--- src/rtl/uart_cmd_controller.sv ---
// Receive-side host command decoder: unloads UART bytes, updates capture config, issues arm/abort pulses.
// Optional ack handshake to the transmit side is built when CMD_ACK_EN is defined.
module uart_cmd_controller #(
    parameter int unsigned TIMEOUT_CYCLES = 1_000_000,
    parameter int unsigned ERR_W          = 8
) (
    input  logic             clk,
    input  logic             rst,
    input  logic [7:0]       rx_data,
    input  logic             rx_empty,
    input  logic             capture_busy,
    input  logic             ack_ready,
    output logic             rx_enable,
    output logic             uld_rx_data,
    output logic [2:0]       trigger_mask,
    output logic [7:0]       pretrig_depth,
    output logic             arm_pulse,
    output logic             abort_pulse,
    output logic             ack_valid,
    output logic [7:0]       ack_byte,
    output logic [ERR_W-1:0] err_count
);

    localparam int unsigned TO_W = (TIMEOUT_CYCLES > 1) ? $clog2(TIMEOUT_CYCLES) : 1;
    localparam logic [TO_W-1:0] TO_LAST = TO_W'(TIMEOUT_CYCLES - 1);

    localparam logic [7:0] CMD_MASK  = 8'h4D;
    localparam logic [7:0] CMD_DEPTH = 8'h50;
    localparam logic [7:0] CMD_ARM   = 8'h41;
    localparam logic [7:0] CMD_ABORT = 8'h53;
    localparam logic [7:0] ACK_OK    = 8'h4B;
    localparam logic [7:0] ACK_ERR   = 8'h3F;

    typedef enum logic [2:0] {
        IDLE,
        GAP1,
        WAIT_ARG,
        GAP2,
        EXEC,
        RESP,
        ACK
    } state_t;

    state_t          state;
    logic [7:0]      cmd_reg;
    logic [7:0]      arg_reg;
    logic [TO_W-1:0] to_cnt;
    logic            cmd_err;
    logic            two_byte;
    logic            exec_err;

    function automatic logic [ERR_W-1:0] sat_inc(input logic [ERR_W-1:0] v);
        return (v == '1) ? v : v + ERR_W'(1);
    endfunction

    always_comb begin
        two_byte = (cmd_reg == CMD_MASK) || (cmd_reg == CMD_DEPTH);
    end

    // Busy only gates config-changing and arm commands; abort is always honoured.
    always_comb begin
        exec_err = 1'b0;
        case (cmd_reg)
            CMD_MASK:  exec_err = capture_busy || (arg_reg[7:3] != '0);
            CMD_DEPTH: exec_err = capture_busy;
            CMD_ARM:   exec_err = capture_busy;
            CMD_ABORT: exec_err = 1'b0;
            default:   exec_err = 1'b1;
        endcase
    end

    always_ff @(posedge clk) begin
        if (rst) begin
            state         <= IDLE;
            rx_enable     <= 1'b0;
            uld_rx_data   <= 1'b0;
            trigger_mask  <= 3'b111;
            pretrig_depth <= '0;
            arm_pulse     <= 1'b0;
            abort_pulse   <= 1'b0;
            err_count     <= '0;
            cmd_reg       <= '0;
            arg_reg       <= '0;
            to_cnt        <= '0;
            cmd_err       <= 1'b0;
`ifdef CMD_ACK_EN
            ack_valid     <= 1'b0;
            ack_byte      <= '0;
`endif
        end else begin
            rx_enable   <= 1'b1;
            uld_rx_data <= 1'b0;
            arm_pulse   <= 1'b0;
            abort_pulse <= 1'b0;
            case (state)
                IDLE: begin
                    if (!rx_empty) begin
                        cmd_reg     <= rx_data;
                        cmd_err     <= 1'b0;
                        uld_rx_data <= 1'b1;
                        state       <= GAP1;
                    end
                end
                GAP1: begin
                    to_cnt <= '0;
                    state  <= two_byte ? WAIT_ARG : EXEC;
                end
                WAIT_ARG: begin
                    // A byte arriving on the final count still wins over the timeout.
                    if (!rx_empty) begin
                        arg_reg     <= rx_data;
                        uld_rx_data <= 1'b1;
                        state       <= GAP2;
                    end else if (to_cnt == TO_LAST) begin
                        cmd_err   <= 1'b1;
                        err_count <= sat_inc(err_count);
                        state     <= RESP;
                    end else begin
                        to_cnt <= to_cnt + TO_W'(1);
                    end
                end
                GAP2: begin
                    state <= EXEC;
                end
                EXEC: begin
                    if (exec_err) begin
                        cmd_err   <= 1'b1;
                        err_count <= sat_inc(err_count);
                    end else begin
                        case (cmd_reg)
                            CMD_MASK:  trigger_mask  <= arg_reg[2:0];
                            CMD_DEPTH: pretrig_depth <= arg_reg;
                            CMD_ARM:   arm_pulse     <= 1'b1;
                            CMD_ABORT: abort_pulse   <= 1'b1;
                            default:   ;
                        endcase
                    end
                    state <= RESP;
                end
                RESP: begin
`ifdef CMD_ACK_EN
                    ack_byte  <= cmd_err ? ACK_ERR : ACK_OK;
                    ack_valid <= 1'b1;
                    state     <= ACK;
`else
                    state     <= IDLE;
`endif
                end
                ACK: begin
`ifdef CMD_ACK_EN
                    if (ack_ready) begin
                        ack_valid <= 1'b0;
                        state     <= IDLE;
                    end
`else
                    state <= IDLE;
`endif
                end
                default: state <= IDLE;
            endcase
        end
    end

`ifndef CMD_ACK_EN
    logic unused_ack_sigs;
    assign unused_ack_sigs = ^{ack_ready, cmd_err};
    assign ack_valid       = 1'b0;
    assign ack_byte        = '0;
`endif

endmodule

--- config.mk ---
export PLATFORM = sky130hd
export DESIGN_NAME = uart_cmd_controller
export DESIGN_NICKNAME = d
export VERILOG_FILES = /design/src/rtl/uart_cmd_controller.sv
export SDC_FILE = /design/constraint.sdc
export NUM_CORES = 1
export LEC_CHECK = 0
export CAP_MARGIN = 20
export CORE_MARGIN = 5
export CORE_UTILIZATION = 25
export CTS_CLUSTER_SIZE = 10
export DETAILED_ROUTE_END_ITERATION = 7
export PLACE_DENSITY_LB_ADDON = 0.1
export SLEW_MARGIN = 20
export SYNTH_ARGS = -nofsm -noshare
export SYNTH_HDL_FRONTEND = slang
export SYNTH_SLANG_ARGS = --single-unit
--- constraint.sdc ---
create_clock -name clk -period 6.2 [get_ports clk]
set_input_delay 1.86 -clock clk [delete_from_list [all_inputs] [get_ports clk]]
set_output_delay 1.86 -clock clk [all_outputs]
set_load 0.005 [all_outputs]
Yosys cells after proc, flatten, opt, wreduce, memory -nomap -nowiden

Cells that the tools add are included.

Add/subtract/negate cells: 2
Equal/unequal tests: 16
Multiplexer cells: 18
Bitwise operators: 4
Reduce and logical (&&, ||, !) cells: 17

Operators by type and width:

| operator              | count |
|---|---|
| $mux 20               | 2 |
| $pmux 20 s2           | 1 |
| $eq 8x7->1 const B    | 4 |
| $mux 8                | 4 |
| $add 20x1->20 const B | 1 |
| $eq 20x20->1 const B  | 1 |
| $pmux 8 s2            | 1 |
| $pmux 3 s5            | 1 |
| $mux 3                | 4 |
| $ne 2x2->1 const B    | 5 |
| $reduce_and 3->1      | 3 |
| $add 8x1->8 const B   | 1 |
| $eq 8x8->1 const B    | 1 |
| $eq 3x2->1 const B    | 2 |
| $reduce_and 2->1      | 3 |
| $reduce_or 2->1       | 3 |
| $reduce_bool 5->1     | 1 |
| $mux 1                | 4 |
| $not 1->1             | 4 |
| $reduce_and 4->1      | 1 |
| $reduce_bool 2->1     | 2 |
| $eq 3x1->1 const B    | 1 |
| $eq 3x3->1 const B    | 1 |
| $logic_not 3->1       | 1 |
| other kinds (4)       | 5 |

Bits in registers: 62
Bits of input ports: 13
Logic and storage cells: 68

Depth between registers and ports, before layout

Gate-level depths: netlist (run 1).

Depth after elaboration: 5
Gate-level depth with buffers: 9
Mapped depth without buffers: 7

Worst setup path before layout (run 1)

No wires, ideal clock.

Path type: input to register
From: in rx_empty
To: reg err_count[6]
Setup time: 0.070 ns
Data arrival time: 3.290 ns
Setup slack: 2.840 ns
Cell stages on the path: 7
Path buffers: 1
Cells stage by stage: clkbuf_1 nand2_1 mux2_2 nor3_4 o211ai_4 or3_1 a21oi_1

Word-level cells in the longest chain between the ends: 2

RTL lines:

| what                       | RTL line | RTL |
|---|---|---|
| start: declaration         | 10       | `input logic rx_empty,` |
| $ne 2x2->1 (no line)       | n/a      |  |
| $reduce_and 4->1 (no line) | n/a      |  |
| end signal: assignment     | 116      | `err_count <= sat_inc(err_count);` |
| end signal: assignment     | 128      | `err_count <= sat_inc(err_count);` |
| end: declaration           | 21       | `output logic [ERR_W-1:0] err_count` |

Every way passes these cells.
A chain may end at the register's enable or synchronous reset.

Worst setup path after layout (run 1)

From: in rx_empty
To: reg to_cnt[0]

Word-level cells in the longest chain between the ends: 2

RTL lines:

| what                       | RTL line | RTL |
|---|---|---|
| $ne 2x2->1 (no line)       | n/a      |  |
| $reduce_and 3->1 (no line) | n/a      |  |
| end signal: assignment     | 119      | `to_cnt <= to_cnt + TO_W'(1);` |
| end: declaration           | 47       | `logic [TO_W-1:0] to_cnt;` |

Every way passes these cells.

==> impl_results.md, run 1 <==
* Setup crit start: rx_empty
* Endpoint class of the critical path: flop
* Ys Warns at 0
* Die Span Y at 116.9 microns
* Largest net degree at the start of global routing at 41
* Crit-path cells: clkdlybuf4s50_1, nand3b_1, a21oi_1, o31a_1, nand2_1, mux2_2, nor2_1
* Area Growth Syn to Fin at 26.16%
* Status: completed
* Ys flop type: dfxtp_1
* Final Skew at 0.01050 ns
* Post-DP HPWL at 4656 microns
* Worst slew pin tran at 0.7439 ns
* Tcrit/Tclk final at 0.5915
* Post-CTS Hold Buffers at 0
* # DRC at 0
* Hold Path Class: flop to flop
* Sequential share of the synthesized area at 0.4347
* Sink Count at 62
* Die area at 0.01366 sq mm
* Gpl congestion at 0.7230
* Maximum VDD drop at 0.1328 mV
* Slew HR at 0.4971
* Crit path capture: to_cnt[0]
* Post-route design area at 0.003602 sq mm
* Switching share of power at 0.2197
* Multi-input logic area at 0.001491 sq mm
* Filler Cells Inserted at 1211
* Max Clk Rate at 272.7 MHz
* First-pass GRT wire length at 11070 microns
* # IOs at 45
* Switch Pwr at 223.2 uW
* Tmin final at 3.668 ns
* Final Hold Fails at 0
* Clock Tree Buf Depth at 2
* Fraction of registers with async set or reset after synthesis at 0
* Clock network power share at 0.532
* Vias in the first global route at 2052
* RSZ-0062 raised after global routing: false
* Detailed Routing Iterations Pass 1 at 4
* Post-Syn Area at 0.002855 sq mm
* PwrDens at 282.0 mW/mm^2
* CP Max Fanout at 17
* Number of CTS-inserted buffers at 9
* CTS root buf: clkbuf_16
* Most frequent cells in the layout: 62 x dfxtp_1, 44 x nor2_1, 34 x clkdlybuf4s50_1
* Initial antenna violation count at 0
* Critical path's largest stage delay at 0.67 ns
* Combinational Power Share at 0.058
* Commonest non-fill, non-tap cell in the layout: dfxtp_1
* Vias per cell at 4.462
* Vias at 2240
* Critical path class: input pin to flop
* Clk slew on worst S/H paths at 0.05 ns
* Setup bufs post-CTS at 0
* ANT nets after route at 0
* Worst r2r src: cmd_reg[1]
* WP data arrival at 3.93 ns
* Die width at 116.9 microns
* Data required, critical path at 6.46 ns
* Placed Area at 0.003286 sq mm
* Clock H-tree levels at 3
* Largest Register: to_cnt
* Antenna diodes at 0
* Final wirelength at 6741 microns
* Startpoint type of the worst setup path: input pin
* Mean Syn Cell Area at 8.812 sq um
* Final setup fails at 0
* Per-cell routed wire length at 13.43 microns
* Unique masters post-synth at 47
* Nets at 369
* CP top delay family: compound AO/OA/AOI/OAI gates
* Final Hold Slack at 0.4708 ns
* CTS tree: yes
* Sequential cell area at 0.001241 sq mm
* Row Count at 39
* Clk_lat worst skew at 0.32 ns
* Final TNS setup at 0 ns
* Grt ovf at 0
* R2R cell count at 6
* GRT Util Overall at 0.1051
* Number of max-cap violations at 0
* Final slew viol count at 0
* Sequential cell fraction of total power at 0.410
* Core ar. at 0.01132 sq mm
* Starting Density at 0.2522
* Cell count along the critical path at 7
* Reg-to-Reg End: pretrig_depth[7]
* FF-to-FF setup slack at 3.94 ns
* # port buffers at 34
* DR iter-0 viols at 103
* Synth Register Bits at 62
* Post-CTS sizing at 0
* Max reg flops at 20
* Cell count after synthesis at 324
* EDFF count, synth at 0
* Leak at 1.286 nW
* Share of layout cells above drive strength 1 at 0.08357
* Worst path slowest cell: clkdlybuf4s50_1
* Buf/Inv on CP at 1
* Internal Dissipation at 792.6 uW
[through the flow]
step                power, mW  worst slack [ns]  utilization  instances
floorplan              0.4652             2.840            -        332
global placement       0.4836             2.168       0.2902        486
detailed placement     0.4840             2.150       0.2902        486
CTS                     1.031             2.495       0.3182        502
global route            1.057             2.272       0.3182        502
finish                  1.016             2.532       0.3182        502
[synth_stat cells (2+ instances only)]
cell type  count  area [sq um]
a211o_1        2         17.52
a21oi_1       18         90.09
a31oi_1        2         12.51
and2_1         4         25.02
and3_1         5         31.28
and4_1         6         52.55
buf_1          2         7.510
buf_2          5         25.02
buf_4         10         75.07
clkbuf_1       9         33.78
dfxtp_1       62          1241
ha_1           2         25.02
inv_1          3         11.26
mux2_2         2         22.52
mux2i_1       20         200.2
nand2_1       33         123.9
nand2b_1       6         37.54
nand3_1       14         70.07
nand4_1        7         43.79
nand4b_1       2         17.52
nor2_1        44         165.2
nor3b_1        3         22.52
nor4_1         6         37.54
nor4b_1        2         17.52
o21ai_0        9         45.04
or2_2          2         12.51
or3_1          6         37.54
xnor2_1        2         17.52
xor2_1        18         157.7
[kinds of logic (layout without fill, tap and decap cells)]
family,Yosys count,after routing,synth area share
AO/OA/AOI/OAI,38,38,0.08764
XOR/XNOR,20,20,0.06135
adder cells (fa/ha/maj),2,2,0.008763
buffers and inverters,29,56,0.05346
flip-flops,62,62,0.4347
multiplexers,22,22,0.07800
other,1,9,0.001313
AND/OR/NAND/NOR,150,150,0.2748
[per-layer routing]
metal  share of wire  track usage  vias to the layer above
met5               0            0                        -
met4           0.015      0.04434                        0
met3           0.042      0.02622                        9
met2            0.41       0.1445                       34
met1            0.53       0.1547                     1029
li1                -            -                     1168
[tightest hold or removal path, delay by kind of cell, from the launching register on]
| family | cells | cell delay [ns] |
|---|---|---|
| flops | 1 | 0.32 |
| simple gates | 1 | 0.05 |
| compound gates | 1 | 0.05 |
[worst min-delay path by stage]
| stage | from | endpoint | slack, ns | cells after the start |
|---|---|---|---|---|
| 3_3_place_gp | arg_reg[3] | arg_reg[3] | 0.47 | 2 |
| 2_1_floorplan | arg_reg[0] | arg_reg[0] | 0.45 | 2 |
| 5_1_grt | arg_reg[2] | arg_reg[2] | 0.49 | 2 |
| 3_5_place_dp | arg_reg[3] | arg_reg[3] | 0.46 | 2 |
| 6_report | arg_reg[3] | arg_reg[3] | 0.47 | 2 |
| 4_1_cts | arg_reg[3] | arg_reg[3] | 0.47 | 2 |
[cell type report]
| class | instances | share of cell area |
|---|---|---|
| Inverter | 3 | 0.003126 |
| Timing Repair Buffer | 37 | 0.1007 |
| Clock inverter | 4 | 0.01945 |
| Sequential cell | 62 | 0.3446 |
| Multi-Input combinational cell | 241 | 0.4140 |
| Tap cell | 143 | 0.04967 |
| Clock buffer | 12 | 0.06843 |
[power by group through the flow]
stage	logic [mW]	clock network, mW	registers, mW
after floorplan	0.0469	0	0.418
after global placement	0.0588	0	0.425
after detailed placement	0.0590	0	0.425
after CTS	0.0593	0.556	0.416
after global routing	0.0656	0.573	0.418
final	0.0586	0.541	0.416
Note: power is estimated with default switching activity, not from simulation.
==> run 2, diff against run 1 <==
==> constraint.sdc (replaced) <==
create_clock -name clk -period 3 [get_ports clk]
set_input_delay 0.9 -clock clk [delete_from_list [all_inputs] [get_ports clk]]
set_output_delay 0.9 -clock clk [all_outputs]
set_load 0.005 [all_outputs]
==> run 2 against run 1 <==
Largest power group unchanged; clock skew shrank 0.0020 ns; critical path depth unchanged; hold slack hardly changed; final area increased by 1.4%; sequential power is 110% higher; wire length down 2.2%; first-iteration DRC count rose by 2.9%; largest cell class unchanged.
==> impl_results.md, run 2 (synthesis results as in run 1) <==
* Wire length on met1 at 3368 microns (was 3567 microns)
* GRT Util Overall at 0.1041 (was 0.1051)
* Final Hold Slack at 0.4703 ns (was 0.4708 ns)
* Met3 wire len at 292 microns (was 281 microns)
* Antenna diodes at 0 (unchanged)
* Clock network power share at 0.539 (was 0.532)
* Post-DP HPWL at 4616 microns (was 4656 microns)
* Vias at 2250 (was 2240)
* Number of max-cap violations at 0 (unchanged)
* Nets at 373 (was 369)
* Worst r2r src: state[2] (was cmd_reg[1])
* Setup WS pre-CTS at 0.2080 ns (was 2.150 ns)
* Sequential cell fraction of total power at 0.403 (was 0.410)
* CP Max Fanout at 10 (was 17)
* Clock H-tree levels at 3 (unchanged)
* Top sig layer: met4 (unchanged)
* PwrDens at 585.7 mW/mm^2 (was 282.0 mW/mm^2)
* Largest net degree at the start of global routing at 41 (unchanged)
* Final wirelength at 6594 microns (was 6741 microns)
* Share of layout cells above drive strength 1 at 0.09642 (was 0.08357)
* Core ar. at 0.01132 sq mm (unchanged)
* RSZ-0062 raised after global routing: false (unchanged)
* # port buffers at 34 (unchanged)
* Combinational Power Share at 0.058 (about the same)
* Final Skew at 0.008480 ns (was 0.01050 ns)
* Placed Area at 0.003316 sq mm (was 0.003286 sq mm)
* Clk_lat worst skew at 0.32 ns (about the same)
* Switching share of power at 0.2100 (was 0.2197)
* Internal Dissipation at 1.689 mW (was 792.6 uW)
* Sink Count at 62 (unchanged)
* Largest Register: to_cnt (unchanged)
* R2R cell count at 5 (was 6)
* Die Span Y at 116.9 microns (unchanged)
* Initial antenna violation count at 0 (unchanged)
* FF-to-FF setup slack at 0.92 ns (was 3.94 ns)
* CTS root buf: clkbuf_16 (unchanged)
* Final slew viol count at 0 (unchanged)
* Hold Crit Depth at 2 (unchanged)
* Setup WS post-layout at 0.5662 ns (was 2.532 ns)
* Clk slew on worst S/H paths at 0.05 ns (about the same)
* Post-CTS Hold Buffers at 0 (unchanged)
* Data required, critical path at 3.25 ns (was 6.46 ns)
* Row Count at 39 (unchanged)
* Reg-to-Reg End: trigger_mask[0] (was pretrig_depth[7])
* Gpl congestion at 0.7341 (was 0.7230)
* Min-delay src: arg_reg[3] (unchanged)
* CTS tree: yes (unchanged)
* Starting Density at 0.2522 (unchanged)
* Area Growth Syn to Fin at 27.87% (was 26.16%)
* DP Cell Count at 490 (was 486)
* Max Clk Rate at 410.9 MHz
* Post-route design area at 0.003651 sq mm (was 0.003602 sq mm)
* ANT nets after route at 0 (unchanged)
* Final setup fails at 0 (unchanged)
* Tcrit/Tclk final at 0.8113
* Maximum VDD drop at 0.2294 mV (was 0.1328 mV)
* Post-route insts no fill at 506 (was 502)
* First-pass GRT wire length at 11100 microns (was 11070 microns)
* Grt ovf at 0 (unchanged)
* Switch Pwr at 449.1 uW (was 223.2 uW)
* Setup bufs post-CTS at 0 (unchanged)
* Tmin final at 2.434 ns
* Commonest non-fill, non-tap cell in the layout: dfxtp_1 (unchanged)
* Per-cell routed wire length at 13.03 microns (was 13.43 microns)
* Leak at 1.316 nW (was 1.286 nW)
* Status: completed (unchanged)
* Util after Layout at 0.3225 (was 0.3182)
* Vias per cell at 4.447 (was 4.462)
* PnR Total Power at 2.138 mW (was 1.016 mW)
* Most frequent cells in the layout: 62 x dfxtp_1, 44 x nor2_1, 34 x clkdlybuf4s50_1 (unchanged)
* Die area at 0.01366 sq mm (unchanged)
* Final TNS setup at 0 ns (unchanged)
* Clock Tree Buf Depth at 2 (unchanged)
* Max reg flops at 20 (unchanged)
* Hold Path End: arg_reg[3] (unchanged)
* Vias in the first global route at 2168 (was 2052)
* Detailed Routing Iterations Pass 1 at 4 (unchanged)
* Final Hold Fails at 0 (unchanged)
* Post-CTS sizing at 0 (unchanged)
* Startpoint type of the worst setup path: input pin (unchanged)
* Endpoint class of the critical path: flop (unchanged)
* Met2 routed WL at 2830 microns (was 2786 microns)
* # DRC at 0 (unchanged)
* # IOs at 45 (unchanged)
* Number of CTS-inserted buffers at 9 (unchanged)
* DR iter-0 viols at 106 (was 103)
* Die width at 116.9 microns (unchanged)
* Critical path class: input pin to flop (unchanged)
* Hold Path Class: flop to flop (unchanged)
* WP data arrival at 2.69 ns (was 3.93 ns)
[run 2: changes by cell type in the layout (fill, tap and decap cells not counted), sizes merged]
| cell | previous run | this run |
|---|---|---|
| buf | 3 | 7 |
| clkbuf | 12 | 13 |
| clkinv | 2 | 1 |
[run 2: per-layer routing]
layer / track usage / vias up
li1: - / 1179
met2: 0.1517 / 37
met4: 0.04128 / 0
met3: 0.02931 / 8
met1: 0.1451 / 1026
met5: 0 / -
[run 2: how the worst max path moves through the flow]
stage | start | to | slack [ns]
2_1_floorplan | rx_empty | err_count[6] | 0.60
3_3_place_gp | rx_empty | err_count[5] | 0.22
3_5_place_dp | rx_empty | err_count[5] | 0.21
4_1_cts | rx_empty | err_count[5] | 0.54
5_1_grt | rx_empty | err_count[6] | 0.44
6_report | rx_empty | err_count[5] | 0.57
[run 2: power by group through the flow]
| stage | clock network, mW | registers, mW | logic (mW) |
|---|---|---|---|
| floorplan | 0 | 0.865 | 0.0969 |
| global placement | 0 | 0.878 | 0.126 |
| detailed placement | 0 | 0.878 | 0.126 |
| CTS | 1.19 | 0.860 | 0.127 |
| global route | 1.23 | 0.863 | 0.140 |
| finish | 1.15 | 0.861 | 0.125 |
[run 2: worst max-delay path, stage by stage]
cell,delay [ns]
clkdlybuf4s50_1,0.52
nand2_1,0.06
mux2_2,0.29
nor3_4,0.23
o211ai_4,0.16
or3_1,0.38
a21oi_1,0.14
[run 2: cell type report]
type,instances,area (sq um)
Clock buffer,13,270.3
Clock inverter,3,65.06
Fill cell,1224,7670
Inverter,3,11.26
Multi-Input combinational cell,241,1491
Sequential cell,62,1241
Tap cell,143,178.9
Timing Repair Buffer,41,392.9
